File: src/rtl/datapath_ctrl_fsm_pkg.sv
`default_nettype none
// ============================================================================
// Module   : datapath_ctrl_fsm_pkg
// Purpose  : Shared encodings for the datapath controller: instruction
//            opcode/op fields, ALU and shifter codes, FSM state encoding.
// Revision : 1.0 - initial release
// ============================================================================
package datapath_ctrl_fsm_pkg;

    // Instruction class (IR[15:13])
    localparam logic [2:0] OPC_MOV    = 3'b110;
    localparam logic [2:0] OPC_ALU    = 3'b101;

    // Sub-operation (IR[12:11]) within each class
    localparam logic [1:0] OP_MOV_REG = 2'b00;
    localparam logic [1:0] OP_MOV_IMM = 2'b10;
    localparam logic [1:0] OP_ADD     = 2'b00;
    localparam logic [1:0] OP_CMP     = 2'b01;
    localparam logic [1:0] OP_AND     = 2'b10;
    localparam logic [1:0] OP_MVN     = 2'b11;

    // ALU operation select
    localparam logic [1:0] ALU_ADD    = 2'b00;
    localparam logic [1:0] ALU_SUB    = 2'b01;
    localparam logic [1:0] ALU_AND    = 2'b10;
    localparam logic [1:0] ALU_NOTB   = 2'b11;

    // Shifter control
    localparam logic [1:0] SH_NONE    = 2'b00;
    localparam logic [1:0] SH_LSL     = 2'b01;
    localparam logic [1:0] SH_LSR     = 2'b10;
    localparam logic [1:0] SH_ASR     = 2'b11;

    // Controller states; code 3'b111 is unused and recovers to S_WAIT
    typedef enum logic [2:0] {
        S_WAIT   = 3'd0,
        S_DECODE = 3'd1,
        S_WIMM   = 3'd2,
        S_GETA   = 3'd3,
        S_GETB   = 3'd4,
        S_EXEC   = 3'd5,
        S_WRES   = 3'd6
    } state_t;

    // ALU op used in the execute stage; MOV reg passes B through an add with 0
    function automatic logic [1:0] exec_aluop(input logic [2:0] opcode,
                                              input logic [1:0] op);
        logic [1:0] r;
        r = ALU_ADD;
        if (opcode == OPC_ALU) begin
            case (op)
                OP_ADD:  r = ALU_ADD;
                OP_CMP:  r = ALU_SUB;
                OP_AND:  r = ALU_AND;
                default: r = ALU_NOTB;
            endcase
        end
        return r;
    endfunction

    // Single-operand instructions force the A operand to zero
    function automatic logic is_unary(input logic [2:0] opcode,
                                      input logic [1:0] op);
        return ((opcode == OPC_MOV) && (op == OP_MOV_REG)) ||
               ((opcode == OPC_ALU) && (op == OP_MVN));
    endfunction

endpackage
`default_nettype wire

File: src/rtl/datapath_ctrl_fsm_if.sv
`default_nettype none
// ============================================================================
// Module   : datapath_ctrl_fsm_if
// Purpose  : Instruction handshake plus the datapath control bundle.
//            master = instruction source / datapath side, slave = controller.
// Revision : 1.0 - initial release
// ============================================================================
interface datapath_ctrl_fsm_if #(
    parameter int WIDTH = 16
);
    logic             s;
    logic [15:0]      instr;
    logic             w;
    logic             err;
    logic [2:0]       readnum;
    logic [2:0]       writenum;
    logic             loada;
    logic             loadb;
    logic             asel;
    logic             bsel;
    logic [1:0]       shift;
    logic [1:0]       ALUop;
    logic             loadc;
    logic             loads;
    logic             vsel;
    logic             write;
    logic [WIDTH-1:0] datapath_in;

    modport master (
        output s, instr,
        input  w, err, readnum, writenum, loada, loadb, asel, bsel,
               shift, ALUop, loadc, loads, vsel, write, datapath_in
    );

    modport slave (
        input  s, instr,
        output w, err, readnum, writenum, loada, loadb, asel, bsel,
               shift, ALUop, loadc, loads, vsel, write, datapath_in
    );
endinterface
`default_nettype wire

File: src/rtl/datapath_ctrl_fsm_instr_fields.sv
`default_nettype none
// ============================================================================
// Module   : datapath_ctrl_fsm_instr_fields
// Purpose  : Combinational split of the instruction register into its fields
//            and extension of imm8 to the datapath width.
// Revision : 1.0 - initial release
// ============================================================================
module datapath_ctrl_fsm_instr_fields #(
    parameter int WIDTH      = 16,
    parameter bit IMM_SIGNED = 1'b1
) (
    input  logic [15:0]      ir,
    output logic [2:0]       opcode,
    output logic [1:0]       op,
    output logic [2:0]       rn,
    output logic [2:0]       rd,
    output logic [1:0]       sh,
    output logic [2:0]       rm,
    output logic [WIDTH-1:0] imm_ext
);
    assign opcode = ir[15:13];
    assign op     = ir[12:11];
    assign rn     = ir[10:8];
    assign rd     = ir[7:5];
    assign sh     = ir[4:3];
    assign rm     = ir[2:0];

    // Extension is fixed at elaboration, so only one form is built
    generate
        if (IMM_SIGNED) begin : g_sign_ext
            assign imm_ext = {{(WIDTH-8){ir[7]}}, ir[7:0]};
        end else begin : g_zero_ext
            assign imm_ext = {{(WIDTH-8){1'b0}}, ir[7:0]};
        end
    endgenerate
endmodule
`default_nettype wire

File: src/rtl/datapath_ctrl_fsm.sv
`default_nettype none
// ============================================================================
// Module   : datapath_ctrl_fsm
// Purpose  : Sequences one 16-bit instruction through register read,
//            execute and writeback, driving the datapath control bundle.
//            All outputs are Moore, decoded from state and IR.
// Revision : 1.0 - initial release
// ============================================================================
module datapath_ctrl_fsm
    import datapath_ctrl_fsm_pkg::*;
#(
    parameter int WIDTH      = 16,
    parameter bit IMM_SIGNED = 1'b1
) (
    input  wire logic           clk,
    input  wire logic           rst_n,
    datapath_ctrl_fsm_if.slave  bus
);
    state_t           r_state;
    state_t           w_next;
    logic [15:0]      r_ir;
    logic             r_err;
    logic             w_accept;
    logic             w_set_err;

    logic [2:0]       w_opcode;
    logic [1:0]       w_op;
    logic [2:0]       w_rn;
    logic [2:0]       w_rd;
    logic [1:0]       w_sh;
    logic [2:0]       w_rm;
    logic [WIDTH-1:0] w_imm_ext;

    logic             w_w;
    logic [2:0]       w_readnum;
    logic [2:0]       w_writenum;
    logic             w_loada;
    logic             w_loadb;
    logic             w_asel;
    logic             w_bsel;
    logic [1:0]       w_shift;
    logic [1:0]       w_aluop;
    logic             w_loadc;
    logic             w_loads;
    logic             w_vsel;
    logic             w_write;

    datapath_ctrl_fsm_instr_fields #(
        .WIDTH      (WIDTH),
        .IMM_SIGNED (IMM_SIGNED)
    ) u_fields (
        .ir      (r_ir),
        .opcode  (w_opcode),
        .op      (w_op),
        .rn      (w_rn),
        .rd      (w_rd),
        .sh      (w_sh),
        .rm      (w_rm),
        .imm_ext (w_imm_ext)
    );

    // State, IR and sticky error; reset aborts any instruction in flight
    always_ff @(posedge clk or negedge rst_n) begin
        if (!rst_n) begin
            r_state <= S_WAIT;
            r_ir    <= 16'h0000;
            r_err   <= 1'b0;
        end else begin
            r_state <= w_next;
            if (w_accept) begin
                r_ir  <= bus.instr;
                r_err <= 1'b0;
            end else if (w_set_err) begin
                r_err <= 1'b1;
            end
        end
    end

    // Next-state routing and Moore output decode
    always_comb begin
        w_next     = r_state;
        w_accept   = 1'b0;
        w_set_err  = 1'b0;
        w_w        = 1'b0;
        w_readnum  = 3'd0;
        w_writenum = 3'd0;
        w_loada    = 1'b0;
        w_loadb    = 1'b0;
        w_asel     = 1'b0;
        w_bsel     = 1'b0;
        w_shift    = SH_NONE;
        w_aluop    = ALU_ADD;
        w_loadc    = 1'b0;
        w_loads    = 1'b0;
        w_vsel     = 1'b0;
        w_write    = 1'b0;
        case (r_state)
            S_WAIT: begin
                w_w = 1'b1;
                if (bus.s) begin
                    w_accept = 1'b1;
                    w_next   = S_DECODE;
                end
            end
            S_DECODE: begin
                if ((w_opcode == OPC_MOV) && (w_op == OP_MOV_IMM)) begin
                    w_next = S_WIMM;
                end else if (is_unary(w_opcode, w_op)) begin
                    w_next = S_GETB;
                end else if (w_opcode == OPC_ALU) begin
                    w_next = S_GETA;
                end else begin
                    w_next    = S_WAIT;
                    w_set_err = 1'b1;
                end
            end
            S_WIMM: begin
                w_writenum = w_rn;
                w_vsel     = 1'b1;
                w_write    = 1'b1;
                w_next     = S_WAIT;
            end
            S_GETA: begin
                w_readnum = w_rn;
                w_loada   = 1'b1;
                w_next    = S_GETB;
            end
            S_GETB: begin
                w_readnum = w_rm;
                w_loadb   = 1'b1;
                w_next    = S_EXEC;
            end
            S_EXEC: begin
                w_shift = w_sh;
                w_bsel  = 1'b0;
                w_asel  = is_unary(w_opcode, w_op);
                w_aluop = exec_aluop(w_opcode, w_op);
                if ((w_opcode == OPC_ALU) && (w_op == OP_CMP)) begin
                    w_loads = 1'b1;
                    w_next  = S_WAIT;
                end else begin
                    w_loadc = 1'b1;
                    w_next  = S_WRES;
                end
            end
            S_WRES: begin
                w_writenum = w_rd;
                w_vsel     = 1'b0;
                w_write    = 1'b1;
                w_next     = S_WAIT;
            end
            default: begin
                w_next = S_WAIT;
            end
        endcase
    end

    assign bus.w           = w_w;
    assign bus.err         = r_err;
    assign bus.readnum     = w_readnum;
    assign bus.writenum    = w_writenum;
    assign bus.loada       = w_loada;
    assign bus.loadb       = w_loadb;
    assign bus.asel        = w_asel;
    assign bus.bsel        = w_bsel;
    assign bus.shift       = w_shift;
    assign bus.ALUop       = w_aluop;
    assign bus.loadc       = w_loadc;
    assign bus.loads       = w_loads;
    assign bus.vsel        = w_vsel;
    assign bus.write       = w_write;
    assign bus.datapath_in = w_imm_ext;
endmodule
`default_nettype wire
File: src/flat_wrapper.sv
// flat-port wrapper written by rule: the top's interface ports become plain ports
module datapath_ctrl_fsm_flat import datapath_ctrl_fsm_pkg::*;
#(
    parameter int WIDTH      = 16,
    parameter bit IMM_SIGNED = 1'b1
)
  (clk, rst_n, bus_s, bus_instr, bus_w, bus_err, bus_readnum, bus_writenum, bus_loada, bus_loadb, bus_asel, bus_bsel, bus_shift, bus_ALUop, bus_loadc, bus_loads, bus_vsel, bus_write, bus_datapath_in);
  datapath_ctrl_fsm_if #(.WIDTH(WIDTH)) bus_i ();
  input  wire logic clk;
  input  wire logic rst_n;
  input wire logic [$bits(bus_i.s)-1:0] bus_s;
  input wire logic [$bits(bus_i.instr)-1:0] bus_instr;
  output wire logic [$bits(bus_i.w)-1:0] bus_w;
  output wire logic [$bits(bus_i.err)-1:0] bus_err;
  output wire logic [$bits(bus_i.readnum)-1:0] bus_readnum;
  output wire logic [$bits(bus_i.writenum)-1:0] bus_writenum;
  output wire logic [$bits(bus_i.loada)-1:0] bus_loada;
  output wire logic [$bits(bus_i.loadb)-1:0] bus_loadb;
  output wire logic [$bits(bus_i.asel)-1:0] bus_asel;
  output wire logic [$bits(bus_i.bsel)-1:0] bus_bsel;
  output wire logic [$bits(bus_i.shift)-1:0] bus_shift;
  output wire logic [$bits(bus_i.ALUop)-1:0] bus_ALUop;
  output wire logic [$bits(bus_i.loadc)-1:0] bus_loadc;
  output wire logic [$bits(bus_i.loads)-1:0] bus_loads;
  output wire logic [$bits(bus_i.vsel)-1:0] bus_vsel;
  output wire logic [$bits(bus_i.write)-1:0] bus_write;
  output wire logic [$bits(bus_i.datapath_in)-1:0] bus_datapath_in;
  assign bus_i.s = bus_s;
  assign bus_i.instr = bus_instr;
  assign bus_w = bus_i.w;
  assign bus_err = bus_i.err;
  assign bus_readnum = bus_i.readnum;
  assign bus_writenum = bus_i.writenum;
  assign bus_loada = bus_i.loada;
  assign bus_loadb = bus_i.loadb;
  assign bus_asel = bus_i.asel;
  assign bus_bsel = bus_i.bsel;
  assign bus_shift = bus_i.shift;
  assign bus_ALUop = bus_i.ALUop;
  assign bus_loadc = bus_i.loadc;
  assign bus_loads = bus_i.loads;
  assign bus_vsel = bus_i.vsel;
  assign bus_write = bus_i.write;
  assign bus_datapath_in = bus_i.datapath_in;
  datapath_ctrl_fsm #(.WIDTH(WIDTH), .IMM_SIGNED(IMM_SIGNED)) u_core (.clk(clk), .rst_n(rst_n), .bus(bus_i));
endmodule
File: config.mk
export PLATFORM = sky130hd
export DESIGN_NAME = datapath_ctrl_fsm_flat
export DESIGN_NICKNAME = d
export VERILOG_FILES = /design/src/rtl/datapath_ctrl_fsm_pkg.sv /design/src/rtl/datapath_ctrl_fsm_if.sv /design/src/rtl/datapath_ctrl_fsm_instr_fields.sv /design/src/rtl/datapath_ctrl_fsm.sv /design/src/flat_wrapper.sv
export SDC_FILE = /design/constraint.sdc
export NUM_CORES = 1
export LEC_CHECK = 0
export CORE_AREA = 2 2 62 64
export CTS_BUF_LIST = sky130_fd_sc_hd__clkbuf_4 sky130_fd_sc_hd__clkbuf_8
export DETAILED_ROUTE_END_ITERATION = 7
export DIE_AREA = 0 0 64 66
export PLACE_DENSITY = 0.7
export SLEW_MARGIN = 15
export SYNTH_ARGS = -nofsm -noshare
export SYNTH_HDL_FRONTEND = slang
export SYNTH_SLANG_ARGS = --single-unit
File: constraint.sdc
create_clock -name clk -period 1.5 [get_ports clk]
set_input_delay 0.3 -clock clk [delete_from_list [all_inputs] [get_ports clk]]
set_output_delay 0.3 -clock clk [all_outputs]
set_load 0.005 [all_outputs]
==> results_dict.tcl, run 1 <==
set metrics [dict create \
    synth_cell_types 34 \
    root_buffer "clkbuf_4" \
    drt-pass1-iter-count 4 \
    cts_tree "done" \
    gp_routability_congestion 0.809 \
    clk_latency_ns 0.29 \
    power.total_mw 4.15 \
    required_ns 1.20 \
    synth-edff-count 0 \
    ant_nets 0 \
    n_antenna_cell 0 \
    dr.first_iter.drc_count 42 \
    ys.flop_type "dfrtp_1" \
    fin_area_sq_um 2200 \
    layout.nets 223 \
    wl_mm 3.58 \
    hold_viol_final 0 \
    max_cap_violations 0 \
    cts_buffers 3 \
    yosysSeqAreaShare_pct 41.7 \
    die_h_um 66 \
    cp.arrival_ns 1.52 \
    yosys_register_bits 20 \
    vias 1166 \
    crit_path_end_kind "output pin" \
    syn_nets 133 \
    fin_crit_sh_pct 122 \
    post-route-worst-setup-slack_ns -0.324 \
    port_buffers 53 \
    grt_pass1_vias 1114 \
    critPathKind "flop to output pin" \
    die_x_um 64 \
    ir_drop_uv 933 \
    layout-drive-gt1-share_pct 56.7 \
    avgSynthCellArea_sq_um 10.5 \
    fp.coreArea_sq_um 3550 \
    p_per_area_nw_per_um2 1880 \
    cp-start-kind "flop" \
    violations "negative setup slack" \
    initial_core_util_pct 33.8 \
    antenna_found_initial 0 \
    rows 22 \
    finClkSkew_ns 0.00281 \
    routedWlPerCell_um 14.3 \
    yosys_warnings 0 \
    area_delta_synth_final_pct 83.6 \
    grt_max_degree 21 \
    rsz0062_at_grt "yes" \
    htreeDepth 1 \
    cts.sink_count 20 \
    dp_hpwl_mm 2.25 \
    fmax_ghz 0.548 \
    hp-class "input port to async pin" \
    ios 55 \
    drt-vias-per-instance 4.65 \
    outcome "complete, but fails checks" \
    p_leak_nw 1.11 \
    gr-total-overflow 0 \
    setup_viol 35 \
    fp.dieArea_sq_um 4220 \
    grt_use_total_pct 16.5 \
    drcViolationCount 0 \
    postPlaceCellArea_sq_um 1840 \
    synth_area_sq_um 1200 \
    clockBufferDepth 2 \
    min_period_ns 1.82 \
    syn_inst 114 \
    critical_path_peak_fanout 3 \
    drv_slew 0 \
    cts_hold_buf 0 \
    path_clk_slew_ns 0.12 \
    grt_pass1_wl_mm 5.44 \
    async_reset_ff_share_pct 100 \
]
==> cells in the mapped netlist (2+ instances only) <==
| master | count | share of area (%) |
|---|---|---|
| dfrtp_1 | 20 | 42 |
| buf_4 | 18 | 11 |
| mux2_1 | 14 | 13 |
| nor2_1 | 12 | 3.8 |
| inv_1 | 4 | 1.3 |
| a22o_1 | 3 | 2.2 |
| mux2i_1 | 3 | 2.5 |
| nand2_1 | 3 | 0.94 |
| and2_1 | 2 | 1.0 |
| and3b_1 | 2 | 1.5 |
| buf_6 | 2 | 1.9 |
| clkbuf_1 | 2 | 0.63 |
| nand3_1 | 2 | 0.83 |
| nand3b_1 | 2 | 1.3 |
| nand4b_1 | 2 | 1.5 |
| nand4bb_1 | 2 | 1.9 |
| nor3_1 | 2 | 0.83 |
| o21ai_0 | 2 | 0.83 |
| o21ai_1 | 2 | 0.83 |
==> cell families after synthesis <==
kind of cell / share of synthesized area [%]
buffers and inverters: 15.4
other: 0.313
AOI/OAI and AO/OA: 7.61
and+or+nand+nor: 19.3
DFF: 41.7
muxes: 15.6
==> through the flow <==
step                      setup TNS [ns]  setup WS, ns  utilization [%]  std cells  hold slack [ns]
after detailed placement           -3.77        -0.246             51.9        218            0.486
final                              -6.13        -0.324             62.1        251            0.324
after global routing               -8.55        -0.391             62.1        251            0.339
after CTS                          -5.64        -0.314             59.7        245            0.327
after floorplan                   -0.185       -0.0265                -        114          0.00441
after global placement             -3.51        -0.244             51.9        218            0.488
==> cell usage in the layout, fill, tap and decap left out, types with 2 or more instances in the layout <==
cell type	n
buf_4	36
buf_6	18
clkdlybuf4s50_1	18
dfrtp_1	18
mux2_4	14
buf_2	14
dlygate4sd2_1	9
nor2_1	5
dlymetal6s2s_1	5
clkbuf_2	5
nor2_2	4
inv_1	4
a22o_1	3
nor2_4	3
mux2i_1	3
o21ai_2	3
nand2_1	3
clkbuf_4	3
nand3b_1	2
nand4b_1	2
nor3_2	2
nand4bb_1	2
nand3_1	2
buf_8	2
dfrtp_2	2
==> cell type report <==
cell class,count,area (sq um)
Fill cell,276,1350
Inverter,4,15.0
Sequential cell,20,503
Tap cell,48,60.1
Clock buffer,4,36.3
Multi-Input combinational cell,67,649
Timing Repair Buffer,108,940
==> power breakdown <==
part	internal [mW]	switching [mW]	total, mW
sequential	0.809	0.238	1.05
combinational	1.77	1.02	2.79
clock	0.148	0.167	0.314
total	2.73	1.42	4.15
==> path summary, 6_finish.rpt <==
check,start,endpoint,slack (ns),cells past startpoint
max,u_core.r_state[1],bus_readnum[1],-0.32,5
min,rst_n,u_core.r_ir[4],0.32,2
max reg2reg,u_core.r_state[2],u_core.r_ir[2],-0.20,6
min reg2reg,u_core.bus.err,u_core.bus.err,0.55,2
max in group asynchronous,rst_n,u_core.r_state[2],0.94,2
min in group clk,u_core.bus.err,u_core.bus.err,0.55,2
==> per-layer routing <==
layer	wire (um)	global-route usage [%]
met1	1490	20.2
met3	201	2.73
met2	1850	29.6
met4	34	4.89
met5	0	0
==> repair_timing <==
action / 4_1_cts / 5_1_grt
pin swaps: 12 / 10
buffers inserted: 22 / 6
endpoints found under the setup margin: 46 / 44
cloned: 1 / 0
gates resized for setup: 115 / 33
endpoints found under the hold margin: 0 / 0
==> flip-flops by register name (all words and copies together), names as in the netlist <==
register	count
u_core.r_ir	16
u_core.r_state	3
u_core.bus.err	1
==> worst max-delay path, cell delays in order (launching register included) <==
cell and delay (ns):
dfrtp_1 0.44, buf_6 0.14, and3b_2 0.22, buf_6 0.12, a22o_1 0.17, buf_2 0.13
No activity file was read; power rests on OpenSTA's default activity.
==> inputs of run 2 (changes only) <==
--- a/config.mk
+++ b/config.mk
@@ -5,11 +5,12 @@
 export SDC_FILE = /design/constraint.sdc
 export NUM_CORES = 1
 export LEC_CHECK = 0
+export CAP_MARGIN = 5
 export CORE_AREA = 2 2 62 64
 export CTS_BUF_LIST = sky130_fd_sc_hd__clkbuf_4 sky130_fd_sc_hd__clkbuf_8
 export DETAILED_ROUTE_END_ITERATION = 7
 export DIE_AREA = 0 0 64 66
-export PLACE_DENSITY = 0.7
+export PLACE_DENSITY = 0.68
 export SLEW_MARGIN = 15
 export SYNTH_ARGS = -nofsm -noshare
 export SYNTH_HDL_FRONTEND = slang
==> constraint.sdc (replaced) <==
create_clock -name clk -period 2.3 [get_ports clk]
set_input_delay 0.46 -clock clk [delete_from_list [all_inputs] [get_ports clk]]
set_output_delay 0.46 -clock clk [all_outputs]
set_load 0.005 [all_outputs]
==> results_dict.tcl, run 2 (synthesis gave the netlist of run 1 again) <==
set metrics [dict create \
    multiInputGateArea_sq_um 526 \
    cp-start-kind "flop" \
    hp-class "input port to async pin" \
    fin_crit_sh_pct 97.4 \
    grt_pass1_wl_mm 4.37 \
    n_antenna_cell 0 \
    dp_hpwl_mm 1.94 \
    dp_cells 198 \
    critPathTopFamily "buffers and inverters" \
    dr.first_iter.drc_count 16 \
    rows 22 \
    layout-drive-gt1-share_pct 18.3 \
    fin_cells 212 \
    mostFrequentLayoutCells "clkdlybuf4s50_1 (49), buf_4 (15), mux2_1 (14), dfrtp_1 (14), nor2_1 (12)" \
    power.total_mw 2.17 \
    path_buf_inv 1 \
    clk_latency_ns 0.30 \
    tns_ns 0 \
    max_cap_violations 0 \
    hold_viol_final 0 \
    post-route-worst-setup-slack_ns 0.0602 \
    slowest_stage "clkdlybuf4s50_1" \
    area_delta_synth_final_pct 52.1 \
    r2r_cells 6 \
    root_buffer "clkbuf_4" \
    htreeDepth 1 \
    top_register "u_core.r_ir" \
    initial_core_util_pct 33.8 \
    final_util_pct 51.4 \
    postPlaceCellArea_sq_um 1670 \
    gp_routability_congestion 0.838 \
    crit_path_cell_trace "nor4b_2 > o21ai_1 > nor2_1 > clkdlybuf4s50_1" \
    cts.sink_count 20 \
    gr-total-overflow 0 \
    ios 55 \
    antenna_found_initial 0 \
    crit_end "bus_asel" \
    die_x_um 64 \
    ant_nets 0 \
    wl_mm 2.79 \
    layout_commonest_cell "clkdlybuf4s50_1" \
    critPathMaxStageDelay_ns 0.51 \
    fmax_ghz 0.446 \
    layout.nets 184 \
    drcViolationCount 0 \
    cts_tree "done" \
    fin_area_sq_um 1830 \
    vias 995 \
    cp.depth 4 \
    drt-vias-per-instance 4.69 \
    grt_max_degree 21 \
    critPathKind "flop to output pin" \
    path_clk_slew_ns 0.12 \
    p_per_area_nw_per_um2 1190 \
    clockBufferDepth 2 \
    cp.arrival_ns 1.78 \
    finClkSkew_ns 0.00251 \
    r2r-end "u_core.r_ir[6]" \
    dp_slack_ns 0.250 \
    largest_reg_flops 16 \
    n_fill_cell 300 \
    outcome "finished, final reports clean" \
    p_leak_nw 0.811 \
    die_h_um 66 \
    setup_viol 0 \
    routedWlPerCell_um 13.2 \
    drv_slew 0 \
    ff_latch_area_sq_um 508 \
    min_period_ns 2.24 \
    critical_path_peak_fanout 6 \
    grt_pass1_vias 921 \
    cts_buffers 3 \
    fp.coreArea_sq_um 3550 \
    rrSetupSlack_ns 0.55 \
    reg2reg_from "u_core.r_state[1]" \
    ir_drop_uv 320 \
    required_ns 1.84 \
    grt_use_total_pct 13.3 \
    crit_path_end_kind "output pin" \
    port_buffers 53 \
    drt-pass1-iter-count 4 \
    whs_ns 0.486 \
    cp-startpoint "u_core.r_ir[13]" \
    fp.dieArea_sq_um 4220 \
]
## run 2: cell types whose count changed in the layout (fill, tap and decap cells not counted), moves of 4 or more
cell             change
dlygate4sd2_1        -9
buf_2               -14
nor2_1               +7
clkbuf_2             -5
dfrtp_1              -4
mux2_1              +14
buf_6               -17
nor2_2               -4
dfrtp_2              +4
buf_4               -21
mux2_4              -14
clkdlybuf4s50_1     +31
## run 2: worst min-delay path by stage
stage,from,to,cells after the start
after floorplan,rst_n,u_core.bus.err,0
after detailed placement,u_core.bus.err,u_core.bus.err,2
after global routing,rst_n,u_core.bus.err,2
after CTS,rst_n,u_core.bus.err,2
final,rst_n,u_core.bus.err,2
after global placement,u_core.bus.err,u_core.bus.err,2
## run 2: where the power goes
group          internal (mW)  leakage (nW)  switching (mW)  total [mW]
Combinational          0.736         0.549           0.394        1.13
Sequential             0.535         0.233           0.218       0.753
Clock                  0.176        0.0279           0.112       0.288
Total                   1.45         0.811           0.724        2.17
## run 2: area by class of cell
class                   instances  share of cell area [%]
clock buffers                   3                    1.23
repair buffers                 69                    36.4
multi-input cells              67                    28.8
clock inverters                 1                    1.64
flip-flops and latches         20                    27.8
well taps                      48                    3.29
inverters                       4                   0.822
## run 2: what timing repair did
item                                    in CTS  in global routing
buffers inserted                             3                  7
pin swaps                                    1                  1
hold buffers                                 0                  0
endpoints found under the setup margin       9                  6
gates resized for setup                      6                  8
## run 2: worst register-to-register path, stage by stage, from the launching register on
cell and delay (ns):
dfrtp_1 0.43, buf_4 0.14, buf_4 0.13, nor3_4 0.22, and2_1 0.18, buf_4 0.20, mux2_1 0.35
## run 2: layer usage
metal	vias up	wire [um]	GRT usage, %
met2	43	1360	22.3
met4	0	42	5.98
met1	469	1170	16.5
li1	479	-	-
met5	-	0	0
met3	4	213	2.56
